$ cat config.mk
export PLATFORM = sky130hd
export DESIGN_NAME = matrix_load_ctrl
export DESIGN_NICKNAME = d
export VERILOG_FILES = /design/src/rtl/matrix_load_ctrl_pkg.sv /design/src/rtl/mlc_byte_buf.sv /design/src/rtl/matrix_load_ctrl.sv
export SDC_FILE = /design/constraint.sdc
export NUM_CORES = 1
export LEC_CHECK = 0
export CAP_MARGIN = 20
export CORE_ASPECT_RATIO = 0.7
export CORE_MARGIN = 2
export CORE_UTILIZATION = 57
export CTS_CLUSTER_DIAMETER = 120
export CTS_CLUSTER_SIZE = 10
export DETAILED_ROUTE_END_ITERATION = 10
export DONT_BUFFER_PORTS = 1
export GPL_TIMING_DRIVEN = 0
export MAX_ROUTING_LAYER = met4
export PLACE_DENSITY = 0.74
export SLEW_MARGIN = 10
export SYNTH_ARGS = -nofsm -noshare
export SYNTH_HDL_FRONTEND = slang
export SYNTH_SLANG_ARGS = --single-unit
$ cat constraint.sdc
create_clock -name clk -period 2.3 [get_ports clk]
set_input_delay 0.23 -clock clk [delete_from_list [all_inputs] [get_ports clk]]
set_output_delay 0.23 -clock clk [all_outputs]
set_load 0.02 [all_outputs]
$ cat src/rtl/matrix_load_ctrl_pkg.sv
`default_nettype none
// ============================================================================
// Module   : matrix_load_ctrl_pkg
// Purpose  : Shared types and defaults for the matrix operand load controller.
//            Holds the controller state encoding, the default geometry of one
//            matrix job and a helper for sizing byte pointers.
// Revision : 1.0 - initial release
// ============================================================================
package matrix_load_ctrl_pkg;

    localparam int unsigned C_DEF_DATA_W           = 8;
    localparam int unsigned C_DEF_BYTES_PER_MATRIX = 32;
    localparam int unsigned C_DEF_NUM_MATRIX       = 2;

    typedef enum logic [2:0] {
        S_IDLE     = 3'd0,
        S_FILL     = 3'd1,
        S_START    = 3'd2,
        S_BURST    = 3'd3,
        S_WAIT_FIN = 3'd4,
        S_DONE     = 3'd5
    } state_e;

    // Width needed to address n entries; never collapses to zero bits.
    function automatic int unsigned ptr_w(input int unsigned n);
        return (n > 1) ? $clog2(n) : 1;
    endfunction

    localparam int unsigned C_DEF_PTR_W = ptr_w(C_DEF_BYTES_PER_MATRIX);

endpackage : matrix_load_ctrl_pkg
`default_nettype wire

$ cat src/rtl/mlc_byte_buf.sv
`default_nettype none
// ============================================================================
// Module   : mlc_byte_buf
// Purpose  : One-matrix operand store. DEPTH x DATA_W registers with a single
//            synchronous write port and an asynchronous read port.
// Ports    : clk        - system clock
//            we         - write enable
//            waddr      - write address
//            wdata      - write data
//            raddr      - read address
//            rdata      - read data (combinational from raddr)
// Revision : 1.0 - initial release
// ============================================================================
module mlc_byte_buf
    import matrix_load_ctrl_pkg::*;
#(
    parameter int unsigned DATA_W = C_DEF_DATA_W,
    parameter int unsigned DEPTH  = C_DEF_BYTES_PER_MATRIX,
    parameter int unsigned AW     = ptr_w(DEPTH)
) (
    input  logic              clk,
    input  logic              we,
    input  logic [AW-1:0]     waddr,
    input  logic [DATA_W-1:0] wdata,
    input  logic [AW-1:0]     raddr,
    output logic [DATA_W-1:0] rdata
);

    // Contents are don't-care after reset, so the array carries no reset.
    logic [DATA_W-1:0] r_mem [DEPTH];

    always_ff @(posedge clk) begin
        if (we) begin
            r_mem[waddr] <= wdata;
        end
    end

    assign rdata = r_mem[raddr];

endmodule : mlc_byte_buf
`default_nettype wire

$ cat src/rtl/matrix_load_ctrl.sv
`default_nettype none
// ============================================================================
// Module   : matrix_load_ctrl
// Purpose  : Buffers one matrix from a bursty byte source, pulses the
//            accelerator start, streams the matrix as a gap-free burst and
//            waits for finish, NUM_MATRIX times per job. The next matrix is
//            prefetched while the accelerator computes.
// Ports    : clk, rst (sync, active-high)
//            go / busy / done / error          - job control and status
//            src_valid / src_data / src_ready  - byte source handshake
//            acc_start_in / acc_valid_input / acc_x_load / acc_finish
//                                              - accelerator interface
//            matrix_idx                        - matrix currently in flight
// Options  : MATRIX_LOAD_CTRL_TIMEOUT_EN enables the finish watchdog; when it
//            expires error is set, done is skipped and the job is dropped.
// Revision : 1.0 - initial release
// ============================================================================
module matrix_load_ctrl
    import matrix_load_ctrl_pkg::*;
#(
    parameter int unsigned DATA_W           = C_DEF_DATA_W,
    parameter int unsigned BYTES_PER_MATRIX = C_DEF_BYTES_PER_MATRIX,
    parameter int unsigned NUM_MATRIX       = C_DEF_NUM_MATRIX,
    parameter int unsigned TIMEOUT_CYC      = 4096
) (
    input  logic                          clk,
    input  logic                          rst,
    input  logic                          go,
    output logic                          busy,
    output logic                          done,
    output logic                          error,
    input  logic                          src_valid,
    input  logic [DATA_W-1:0]             src_data,
    output logic                          src_ready,
    output logic                          acc_start_in,
    output logic                          acc_valid_input,
    output logic [DATA_W-1:0]             acc_x_load,
    input  logic                          acc_finish,
    output logic [$clog2(NUM_MATRIX):0]   matrix_idx
);

    localparam int unsigned c_ptr_w = ptr_w(BYTES_PER_MATRIX);
    localparam int unsigned c_cnt_w = c_ptr_w + 1;
    localparam int unsigned c_idx_w = $clog2(NUM_MATRIX) + 1;

    localparam logic [c_cnt_w-1:0] c_full     = c_cnt_w'(BYTES_PER_MATRIX);
    localparam logic [c_ptr_w-1:0] c_last_ptr = c_ptr_w'(BYTES_PER_MATRIX - 1);
    localparam logic [c_idx_w-1:0] c_last_mat = c_idx_w'(NUM_MATRIX - 1);

    localparam logic [2:0] c_st_idle     = S_IDLE;
    localparam logic [2:0] c_st_fill     = S_FILL;
    localparam logic [2:0] c_st_start    = S_START;
    localparam logic [2:0] c_st_burst    = S_BURST;
    localparam logic [2:0] c_st_wait_fin = S_WAIT_FIN;
    localparam logic [2:0] c_st_done     = S_DONE;

    generate
        if ((BYTES_PER_MATRIX == 0) ||
            ((BYTES_PER_MATRIX & (BYTES_PER_MATRIX - 1)) != 0) ||
            (NUM_MATRIX < 1) || (TIMEOUT_CYC < 1)) begin : g_bad_params
            $error("matrix_load_ctrl: illegal parameter set");
        end
    endgenerate

    logic [2:0]         r_state;
    logic [c_cnt_w-1:0] r_fill_cnt;
    logic [c_ptr_w-1:0] r_rd_ptr;
    logic [c_idx_w-1:0] r_matrix_idx;

    logic               w_src_ready;
    logic               w_xfer;
    logic [c_cnt_w-1:0] w_fill_next;
    logic [DATA_W-1:0]  w_rdata;

    // Ready depends only on registered state, keeping src_valid off any
    // path to an output. Prefetch is allowed only if another matrix follows.
    always_comb begin
        w_src_ready = 1'b0;
        if (r_fill_cnt < c_full) begin
            if (r_state == c_st_fill) begin
                w_src_ready = 1'b1;
            end else if ((r_state == c_st_wait_fin) && (r_matrix_idx < c_last_mat)) begin
                w_src_ready = 1'b1;
            end
        end
    end

    assign w_xfer      = src_valid && w_src_ready;
    // Fill count including this cycle's byte; finish decisions use it so a
    // byte landing together with finish is already counted.
    assign w_fill_next = r_fill_cnt + c_cnt_w'(w_xfer);

    mlc_byte_buf #(
        .DATA_W (DATA_W),
        .DEPTH  (BYTES_PER_MATRIX),
        .AW     (c_ptr_w)
    ) u_buf (
        .clk    (clk),
        .we     (w_xfer),
        .waddr  (r_fill_cnt[c_ptr_w-1:0]),
        .wdata  (src_data),
        .raddr  (r_rd_ptr),
        .rdata  (w_rdata)
    );

`ifdef MATRIX_LOAD_CTRL_TIMEOUT_EN
    localparam int unsigned        c_wd_w    = ptr_w(TIMEOUT_CYC);
    localparam logic [c_wd_w-1:0]  c_wd_last = c_wd_w'(TIMEOUT_CYC - 1);
    logic [c_wd_w-1:0] r_wd_cnt;
    logic              r_error;
`endif

    always_ff @(posedge clk) begin
        if (rst) begin
            r_state      <= c_st_idle;
            r_fill_cnt   <= '0;
            r_rd_ptr     <= '0;
            r_matrix_idx <= '0;
`ifdef MATRIX_LOAD_CTRL_TIMEOUT_EN
            r_wd_cnt     <= '0;
            r_error      <= 1'b0;
`endif
        end else begin
            if (w_xfer) begin
                r_fill_cnt <= w_fill_next;
            end
            case (r_state)
                c_st_idle: begin
                    if (go) begin
                        r_state      <= c_st_fill;
                        r_fill_cnt   <= '0;
                        r_rd_ptr     <= '0;
                        r_matrix_idx <= '0;
`ifdef MATRIX_LOAD_CTRL_TIMEOUT_EN
                        r_error      <= 1'b0;
`endif
                    end
                end
                c_st_fill: begin
                    if (w_xfer && (w_fill_next == c_full)) begin
                        r_state <= c_st_start;
                    end
                end
                c_st_start: begin
                    r_state <= c_st_burst;
                end
                c_st_burst: begin
                    r_rd_ptr <= r_rd_ptr + 1'b1;
                    if (r_rd_ptr == c_last_ptr) begin
                        // Buffer is free again: prefetch of the next matrix
                        // restarts from entry 0.
                        r_state    <= c_st_wait_fin;
                        r_fill_cnt <= '0;
                        r_rd_ptr   <= '0;
`ifdef MATRIX_LOAD_CTRL_TIMEOUT_EN
                        r_wd_cnt   <= '0;
`endif
                    end
                end
                c_st_wait_fin: begin
                    if (acc_finish) begin
                        if (r_matrix_idx == c_last_mat) begin
                            r_state <= c_st_done;
                        end else begin
                            r_matrix_idx <= r_matrix_idx + 1'b1;
                            r_state      <= (w_fill_next == c_full) ? c_st_start : c_st_fill;
                        end
`ifdef MATRIX_LOAD_CTRL_TIMEOUT_EN
                    end else if (r_wd_cnt == c_wd_last) begin
                        r_error      <= 1'b1;
                        r_state      <= c_st_idle;
                        r_matrix_idx <= '0;
                    end else begin
                        r_wd_cnt <= r_wd_cnt + 1'b1;
`endif
                    end
                end
                c_st_done: begin
                    r_state      <= c_st_idle;
                    r_matrix_idx <= '0;
                end
                default: begin
                    r_state <= c_st_idle;
                end
            endcase
        end
    end

`ifdef MATRIX_LOAD_CTRL_TIMEOUT_EN
    assign error = r_error;
`else
    assign error = 1'b0;
`endif

    assign busy            = (r_state != c_st_idle);
    assign done            = (r_state == c_st_done);
    assign src_ready       = w_src_ready;
    assign acc_start_in    = (r_state == c_st_start);
    assign acc_valid_input = (r_state == c_st_burst);
    assign acc_x_load      = (r_state == c_st_burst) ? w_rdata : '0;
    assign matrix_idx      = r_matrix_idx;

endmodule : matrix_load_ctrl
`default_nettype wire

# [After elaboration in Yosys (flattened, before gate mapping)]
# Memory sizes are Yosys's and may differ from the RTL's. A register that Yosys moved wholly into a read port is not among the register bits.
# Cells that the tools add are included.
[word_totals] mem_bits_rw=256 out_inout_bits=16 ff_bits=16 in_bits=13 mem_count=1
[classes] n_mux=26 n_addsub=3 eq_ne=13 magnitude_cmp=2 reduce_logical=10
[memory_table] name="u_buf.r_mem" words=32 word_bits=8 rd=1 rd_ports_with_merged_regs=1 wr=1 line="mlc_byte_buf.sv:30" text="logic [DATA_W-1:0] r_mem [DEPTH];"
[op_table] op="$mux 5" count=4
[op_table] op="$mux 6" count=3
[op_table] op="$mux 3" count=5
[op_table] op="$pmux 3 s5" count=1
[op_table] op="$pmux 6 s2" count=1
[op_table] op="$pmux 5 s2" count=1
[op_table] op="$mux 2" count=4
[op_table] op="$mux 8" count=1
[op_table] op="$reduce_and 4->1" count=2
[op_table] op="$add 6x1->6" count=1
[op_table] op="$eq 3x2->1 const B" count=2
[op_table] op="$eq 3x3->1 const B" count=2
[op_table] op="$eq 6x6->1 const B" count=1
[op_table] op="$lt 6x6->1 const B" count=1
[op_table] op="$ne 2x2->1 const B" count=3
[op_table] op="$pmux 2 s3" count=1
[op_table] op="$reduce_bool 3->1" count=2
[op_table] op="$add 5x1->5 const B" count=1
[op_table] op="$eq 5x5->1 const B" count=1
[op_table] op="$mux 1" count=5
[op_table] op="$ne 2x1->1 const B" count=2
[op_table] op="$eq 3x1->1 const B" count=1
[op_table] op="$logic_and 1x1->1" count=3
[op_table] op="$logic_not 3->1" count=1
[op_table] op="other kinds (5)" count=5

# [Longest topological paths before layout]
# Gate-level depths: netlist of the first run.
[depth] word_depth=12 ltp_mapped=11 ltp_nobuf=11

# [Hierarchy]
# A second synthesis of the first run with hierarchy kept.
[hier_totals] hier_cells=541 area_unflattened_um2=10991.8
[by_module_without_submodules] mod="mlc_byte_buf" cells_each=409 area_per_inst_um2=9893.2 seq_area_each_um2=7687.4 n_inst=1
[by_module_without_submodules] mod="matrix_load_ctrl" cells_each=132 area_per_inst_um2=1098.6 seq_area_each_um2=320.3 n_inst=1

# [Least setup slack after synthesis of the first run]
# Ideal clock, no wire load.
[synth_timing] path_kind="reg2reg" from="register r_matrix_idx[0] (netlist: matrix_idx[0])" to="register r_state[0]" t_required_ns=2.185 slack_ns=-0.170 stages_incl_launch_ff=12 setup_time_ns=0.115 path_buffers=0 period_less_slack_ns=2.470 arrival_time_ns=2.354 path_cell_list="dfxtp_1 > inv_1 > ha_1 > and3b_1 > o211ai_1 > inv_2 > ha_1 > and4_1 > mux2i_1 > a211oi_1 > o21ai_0 > and3_1"
[synth_via] elab_chain_cells=12
[synth_rtl] element="start: declaration" line="matrix_load_ctrl.sv:68" text="logic [c_idx_w-1:0] r_matrix_idx;"
[synth_rtl] element="start signal: assignment" line="matrix_load_ctrl.sv:165" text="r_matrix_idx <= r_matrix_idx + 1'b1;"
[synth_rtl] element="$lt 2x1->1" line="matrix_load_ctrl.sv:82" text="end else if ((r_state == c_st_wait_fin) && (r_matrix_idx < c_last_mat)) begin"
[synth_rtl] element="$logic_and 1x1->1" line="matrix_load_ctrl.sv:82"
[synth_rtl] element="$mux 1" line="matrix_load_ctrl.sv:82"
[synth_rtl] element="$mux 1" line="matrix_load_ctrl.sv:80" text="if (r_state == c_st_fill) begin"
[synth_rtl] element="$mux 1" line="matrix_load_ctrl.sv:79" text="if (r_fill_cnt < c_full) begin"
[synth_rtl] element="$logic_and 1x1->1" line="matrix_load_ctrl.sv:88" text="assign w_xfer = src_valid && w_src_ready;"
[synth_rtl] element="$add 6x1->6" line="matrix_load_ctrl.sv:91" text="assign w_fill_next = r_fill_cnt + c_cnt_w'(w_xfer);"
[synth_rtl] element="$eq 6x6->1" line="matrix_load_ctrl.sv:140, matrix_load_ctrl.sv:166"
[synth_rtl] element="$mux 2" line="matrix_load_ctrl.sv:166" text="r_state <= (w_fill_next == c_full) ? c_st_start : c_st_fill;"
[synth_rtl] element="$mux 3" line="matrix_load_ctrl.sv:162" text="if (r_matrix_idx == c_last_mat) begin"
[synth_rtl] element="$mux 3" line="matrix_load_ctrl.sv:161" text="if (acc_finish) begin"
[synth_rtl] element="$pmux 3 s5" line="matrix_load_ctrl.sv:127" text="case (r_state)"
[synth_rtl] element="end signal: assignment" line="matrix_load_ctrl.sv:130" text="r_state <= c_st_fill;"
[synth_rtl] element="end signal: assignment" line="matrix_load_ctrl.sv:163" text="r_state <= c_st_done;"
[synth_rtl] element="end signal: assignment" line="matrix_load_ctrl.sv:166"
[synth_rtl] element="end: declaration" line="matrix_load_ctrl.sv:65" text="logic [2:0] r_state;"
# Several ways; a longest one is shown, not always the timed one. The select of a mux whose other input is x is not followed.
# A chain may end at the register's enable or synchronous reset.

==> impl_metrics.ini, run 1 <==
[timing]
fin_crit_sh = 1.27
clock_skew_ns = 0.0145
setup_viol = 11
unrepaired_setup_endpoints_after_global_routing = true
timing.final.max_slew_violations = 0
period_minus_slack_ns = 2.91
max-slew-margin-rel = 0.311
worst_pin_slew_ns = 1.03
report.final.hold_viol_count = 0
layout_setup_ws_ns = -0.614
fmaxAchievable_ghz = 0.343

[outcome]
outcome = finished, violations left
failed_checks = negative setup slack

[power_and_ir_drop]
leakagePower_nw = 4.08
power.density_nw_per_um2 = 763
total_power_draw_mw = 10.3
worst_ir_drop_vdd_mv = 0.800

[clock_tree]
number_of_buffers_on_the_longest_clock_path = 3
cts.htree.levels = 1
cts_tree = built
cts_root_buf = clkbuf_16
number_of_buffers_created_by_cts = 31
cts.reportedPaths.clkPinSlew_ns = 0.06
clk_latency_ns = 0.53
clock-sinks = 277

[die]
placementRows = 42
fp.dieH_um = 120
die_ar_um2 = 20400
total_i_o_pin_count = 29
initial_utilization = 0.581
coreArea_um2 = 18900
chipWidth_um = 170

[routing]
dr.first_iter.drc_count = 750
detailed_route_vias_per_instance = 6.51
route.final.wire_length_mm = 25.1
drtPass1Iterations = 5
final_antenna_net_count = 0
avgRoutedWirePerCell_um = 28.1
residual_drc_count = 0
route.vias.total = 5791

[global_route]
grt.total_usage = 0.261
pin_count_of_the_biggest_net_entering_global_routing = 33
grt_remaining_overflow = 0
first_global_vias = 5781
grt_first_pass_wirelength_mm = 36.8
number_of_antenna_violations_at_the_first_check_in_global_routing = 2

[logic_synthesis]
synth_common_cells = edfxtp_1 (256), mux4_2 (79), nor2_1 (57)
synth_xor_xnor_area_share = 0.00399
yosys.cell_types.count = 44
synthesis.instances = 546
most_frequent_cell_after_synthesis = edfxtp_1
main_combinational_cell_family_by_area_after_synthesis = multiplexers
synth_seq_cells = 277
netlist.top_cell.by_area = edfxtp_1
post_synth_fa_ha_maj_area_fraction = 0.00683
count_of_flip_flops_with_a_built_in_enable_after_synthesis = 256
synth.avg_cell_area_um2 = 20.1
synth.mux.area_fraction = 0.172
syn_nets = 565
yosysSeqAreaShare = 0.738
synth_largest_type_area_fraction = 0.700
synth_simple_gate_area_frac = 0.0436
compound_gate_fraction_of_synth_area = 0.0182
synthesis.yosys.warnings = 0
postSynth.topFlopCell = edfxtp_1
synth.cell_area_um2 = 11000
asyncSetResetFlopFracSynth = 0
post_synth_main_area_contributors = edfxtp_1 (70%), mux4_2 (16%), dfxtp_1 (3.8%), nor2_1 (1.9%), mux2i_1 (1.0%)

[finish]
drive_gt1_frac = 0.368
area_growth_pct = 22.3
final_nets = 643
postLayoutCellArea_um2 = 13400
final_core_util = 0.710

[critical_path]
setup.worst_path.class = reg2out
crit_path_max_fanout = 7
worst-path-buf-inv = 2
start_kind = flop
crit_path_top_delay_cell = mux4_2
data_arrival_time_of_the_critical_path_ns = 2.68
cp_cell_sequence = buf_12 > buf_12 > mux4_2 > mux4_2 > mux2i_2 > nor2_4
crit_required_ns = 2.07
cpLargestDelayFamily = multiplexers
worst_path_largest_cell_delay_ns = 0.57
setup.worst_path.end_class = output pin

[placed_design]
gp_congestion = 0.906
placement.io_buffers = 0
detailedPlacementHpwl_mm = 15.3
placed_area_um2 = 11300

[flow_run]
max_cap_viol_count = 0

[min_path]
timing.hold.worst.class = in2reg
==> layout by cell type (no fill, tap or decap), types with 6 or more instances in the layout <==
| master | Yosys | routed |
|---|---|---|
| edfxtp_1 | 256 | 256 |
| mux4_2 | 79 | 79 |
| nor2_4 | 0 | 39 |
| clkbuf_1 | 13 | 32 |
| clkbuf_16 | 0 | 31 |
| buf_12 | 0 | 23 |
| buf_4 | 3 | 18 |
| nor2_1 | 57 | 17 |
| dfxtp_1 | 21 | 17 |
| nand2_1 | 11 | 11 |
| dlygate4sd3_1 | 0 | 10 |
| a21oi_1 | 6 | 6 |
==> cells by family after synthesis <==
| kind of cell | after synthesis |
|---|---|
| simple gates | 101 |
| buf+inv | 36 |
| flops | 277 |
| xor+xnor | 5 |
| compound gates | 30 |
| fa+ha+maj | 6 |
| other cells | 1 |
| mux | 90 |
==> report_power, final <==
group          internal (mW)  switching (mW)  leakage [nW]  total (mW)
clock                   2.51            1.79         0.414        4.29
combinational          0.185           0.250          1.19       0.435
sequential              5.51          0.0146          2.47        5.53
==> registers in the layout, indices dropped and copies added, names as in the netlist, named ones only <==
register,count
matrix_idx,2
r_fill_cnt,6
r_rd_ptr,5
u_buf.r_mem,256
r_state,3
==> metrics by stage <==
step / setup TNS [ns] / instances / hold WS (ns) / worst slack [ns]
2_1_floorplan: 0 / 546 / 0.329 / 0.00976
3_3_place_gp: -118.55 / 788 / 0.331 / -0.499
3_5_place_dp: -146.45 / 788 / 0.331 / -0.624
4_1_cts: -4.76 / 884 / 0.0554 / -0.607
5_1_grt: -13.99 / 890 / 0.116 / -0.681
6_report: -4.99 / 890 / 0.0848 / -0.614
==> routing by layer <==
layer,global-route usage,vias to the layer above,wire [µm]
li1,-,2418,-
met2,0.369,303,11500
met5,-,-,0
met1,0.390,3027,10400
met3,0.0673,43,2620
met4,0.0588,0,536
==> final cells by class <==
cell class	count	area, µm²
clock inverter	1	5.00
clock buffer	55	866
fill	1091	5480
antenna	1	2.50
inverter	6	22.5
sequential	277	8120
multi-input combinational	233	3170
tap	242	303
timing repair buffer	47	689
buffer	28	260
==> what timing repair did <==
action	in CTS	in global routing
pin swaps	18	8
cloned	4	0
gates resized for setup	148	15
setup endpoints to repair	267	52
hold buffers	16	0
endpoints found under the hold margin	259	0
setup buffers	22	4
==> path summary, 6_finish.rpt <==
path / from / to / slack [ns] / cells after the start
setup / recovery: flop / acc_x_load[7] / -0.61 / 6
hold / removal: go / matrix_idx[1]$_SDFFE_PP0P_ / 0.08 / 4
hold reg to reg: r_rd_ptr[3]$_SDFFE_PP0P_ / flop / 0.52 / 1
setup reg to reg: matrix_idx[1]$_SDFFE_PP0P_ / r_state[1]$_SDFFE_PP0P_ / -0.17 / 12
==> worst register-to-register path, cell delays in order (launching register included) <==
cell	delay, ns
dfxtp_4	0.40
inv_2	0.05
ha_2	0.17
and3b_1	0.17
o211ai_1	0.33
inv_2	0.13
buf_6	0.15
ha_4	0.17
and3b_2	0.21
o21ai_4	0.18
a211oi_2	0.10
a31oi_1	0.18
o32ai_1	0.10
No activity file was read; power rests on OpenSTA's default activity.
==> inputs of run 2 (changes only) <==
Settings changed: CORE_UTILIZATION 57 to 58, CTS_CLUSTER_DIAMETER 120 to 50, PLACE_DENSITY 0.74 to 0.73.
Clock period 2.3 ns to 3.71 ns, I/O delays scaled along.
==> run 2 against run 1 <==
  * The run now ends clean
  * Flip-flop and latch count stayed put
  * Cell count is 3.8% lower
  * Register-to-register slack better by 0.75 ns
  * Critical path depth stayed put
  * Via count is 5.4% lower
  * Combinational power is 50% lower
  * Clock skew is 0.0020 ns higher
  * Largest cell class unchanged
  * Highest routed layer unchanged
==> impl_metrics.ini, run 2 (synthesis gave the netlist of run 1 again) <==
[placed_design]
place.detailed.instances = 788
gp_congestion = 0.904
placement.io_buffers = 0
detailedPlacementHpwl_mm = 15.0

[finish]
layout.cells.most_common = edfxtp_1
drive_gt1_frac = 0.218
biggestRegsByFlops = u_buf.r_mem x256, r_fill_cnt x6, r_rd_ptr x5
regMostFlops = u_buf.r_mem
antenna_cells_inserted = 0
final_core_util = 0.660
final_nets = 608
mostFrequentLayoutCells = edfxtp_1 (256), mux4_2 (79), nor2_1 (57)
largest_register_ffs = 256
area_growth_pct = 12.4
post_layout_nonfiller_instances = 856

[timing]
setup_viol = 0
fin_crit_sh = 0.964
unrepaired_setup_endpoints_after_global_routing = false
worst_pin_slew_ns = 0.872
timing.final.max_slew_violations = 0
fmaxAchievable_ghz = 0.280
period_minus_slack_ns = 3.58
max-slew-margin-rel = 0.417
clock_skew_ns = 0.0165
final_total_negative_setup_slack_ns = 0
report.final.hold_viol_count = 0

[routing]
drtPass1Iterations = 5
residual_drc_count = 0
route.final.wire_length_mm = 23.6
final_antenna_net_count = 0
dr.first_iter.drc_count = 808
avgRoutedWirePerCell_um = 27.5
route.vias.total = 5477
detailed_route_vias_per_instance = 6.40

[clock_tree]
clk_latency_ns = 0.56
number_of_buffers_on_the_longest_clock_path = 3
cts.htree.levels = 1
cts.reportedPaths.clkPinSlew_ns = 0.06
number_of_buffers_created_by_cts = 31
cts_root_buf = clkbuf_16
post_cts_resized = 0
clock-sinks = 277
cts_tree = built

[critical_path]
setup.worst_path.class = reg2out
start_kind = flop
data_arrival_time_of_the_critical_path_ns = 3.20
crit_path_max_fanout = 10
setup.worst_path.end_class = output pin
crit_required_ns = 3.34

[die]
initial_utilization = 0.587
fp.dieH_um = 119
die_ar_um2 = 20100
coreArea_um2 = 18700
placementRows = 42
chipWidth_um = 169
total_i_o_pin_count = 29

[global_route]
pin_count_of_the_biggest_net_entering_global_routing = 33
grt_first_pass_wirelength_mm = 34.6
number_of_antenna_violations_at_the_first_check_in_global_routing = 0
grt.total_usage = 0.250
grt_remaining_overflow = 0
first_global_vias = 5282

[outcome]
outcome = finished, final reports clean

[power_and_ir_drop]
power.density_nw_per_um2 = 513
leakagePower_nw = 3.76
worst_ir_drop_vdd_mv = 0.442

[flow_run]
max_cap_viol_count = 0

[min_path]
timing.hold.worst.class = in2reg
==> run 2: changes by cell type in the layout (fill, tap and decap cells not counted), sizes merged <==
cell / change
diode: -1
buf: -29
inv: +1
dlygate4sd3: -8
clkbuf: +3
==> run 2: worst paths after layout <==
kind | startpoint | to | slack [ns] | cells after the start
max | flop | acc_x_load[7] | 0.13 | 6
min | rst | r_state[0]$_SDFFE_PP0P_ | 0.03 | 2
max reg2reg | r_state[0]$_SDFFE_PP0P_ | u_buf.r_mem[17][6]$_DFFE_PP_ | 0.58 | 6
min reg2reg | r_rd_ptr[3]$_SDFFE_PP0P_ | r_rd_ptr[3]$_SDFFE_PP0P_ | 0.53 | 1
==> run 2: repair_timing <==
item	4_1_cts	5_1_grt
buffers inserted	0	0
endpoints found under the hold margin	257	0
hold buffers	9	0
==> run 2: cell type report <==
| type | count | area [µm²] |
|---|---|---|
| flip-flops and latches | 277 | 8110 |
| fillers | 1217 | 6360 |
| multi-input cells | 233 | 2690 |
| clock buffers | 56 | 870 |
| well taps | 242 | 303 |
| repair buffers | 10 | 175 |
| plain buffers | 30 | 165 |
| inverters | 6 | 22.5 |
| clock inverters | 2 | 13.8 |
==> run 2: metrics by stage <==
| stage | setup slack (ns) | power (mW) | hold WS [ns] | cell area [µm²] |
|---|---|---|---|---|
| after global routing | 0.0972 | 6.51 | 0.0305 | 12300 |
| after global placement | 0.704 | 3.63 | 0.472 | 11300 |
| final | 0.135 | 6.34 | 0.0335 | 12300 |
| after detailed placement | 0.679 | 3.64 | 0.472 | 11300 |
| after CTS | 0.102 | 6.37 | 0.0170 | 12300 |
| after floorplan | 1.24 | 3.60 | 0.444 | 11000 |
==> run 2: worst max-delay path, cell delays in order (launching register included) <==
cell,delay [ns]
dfxtp_1,0.30
buf_2,0.33
clkbuf_1,0.65
mux4_2,0.46
mux4_2,0.52
mux2i_1,0.23
nor2_1,0.16
==> run 2: report_power, final <==
part           total, mW  switching, mW  internal [mW]  leakage (nW)
clock network       2.70           1.14           1.56         0.420
logic              0.217          0.137         0.0801         0.868
registers           3.42        0.00382           3.42          2.47
total               6.34           1.28           5.06          3.76
==> run 2: routing by layer <==
metal | part of all wire | track usage | up-vias | routed length, µm
met5 | 0 | - | - | 0
met4 | 0.019 | 0.0539 | 0 | 449
met3 | 0.10 | 0.0522 | 40 | 2420
met2 | 0.46 | 0.352 | 289 | 10700
met1 | 0.42 | 0.387 | 2827 | 9960
li1 | - | - | 2321 | -
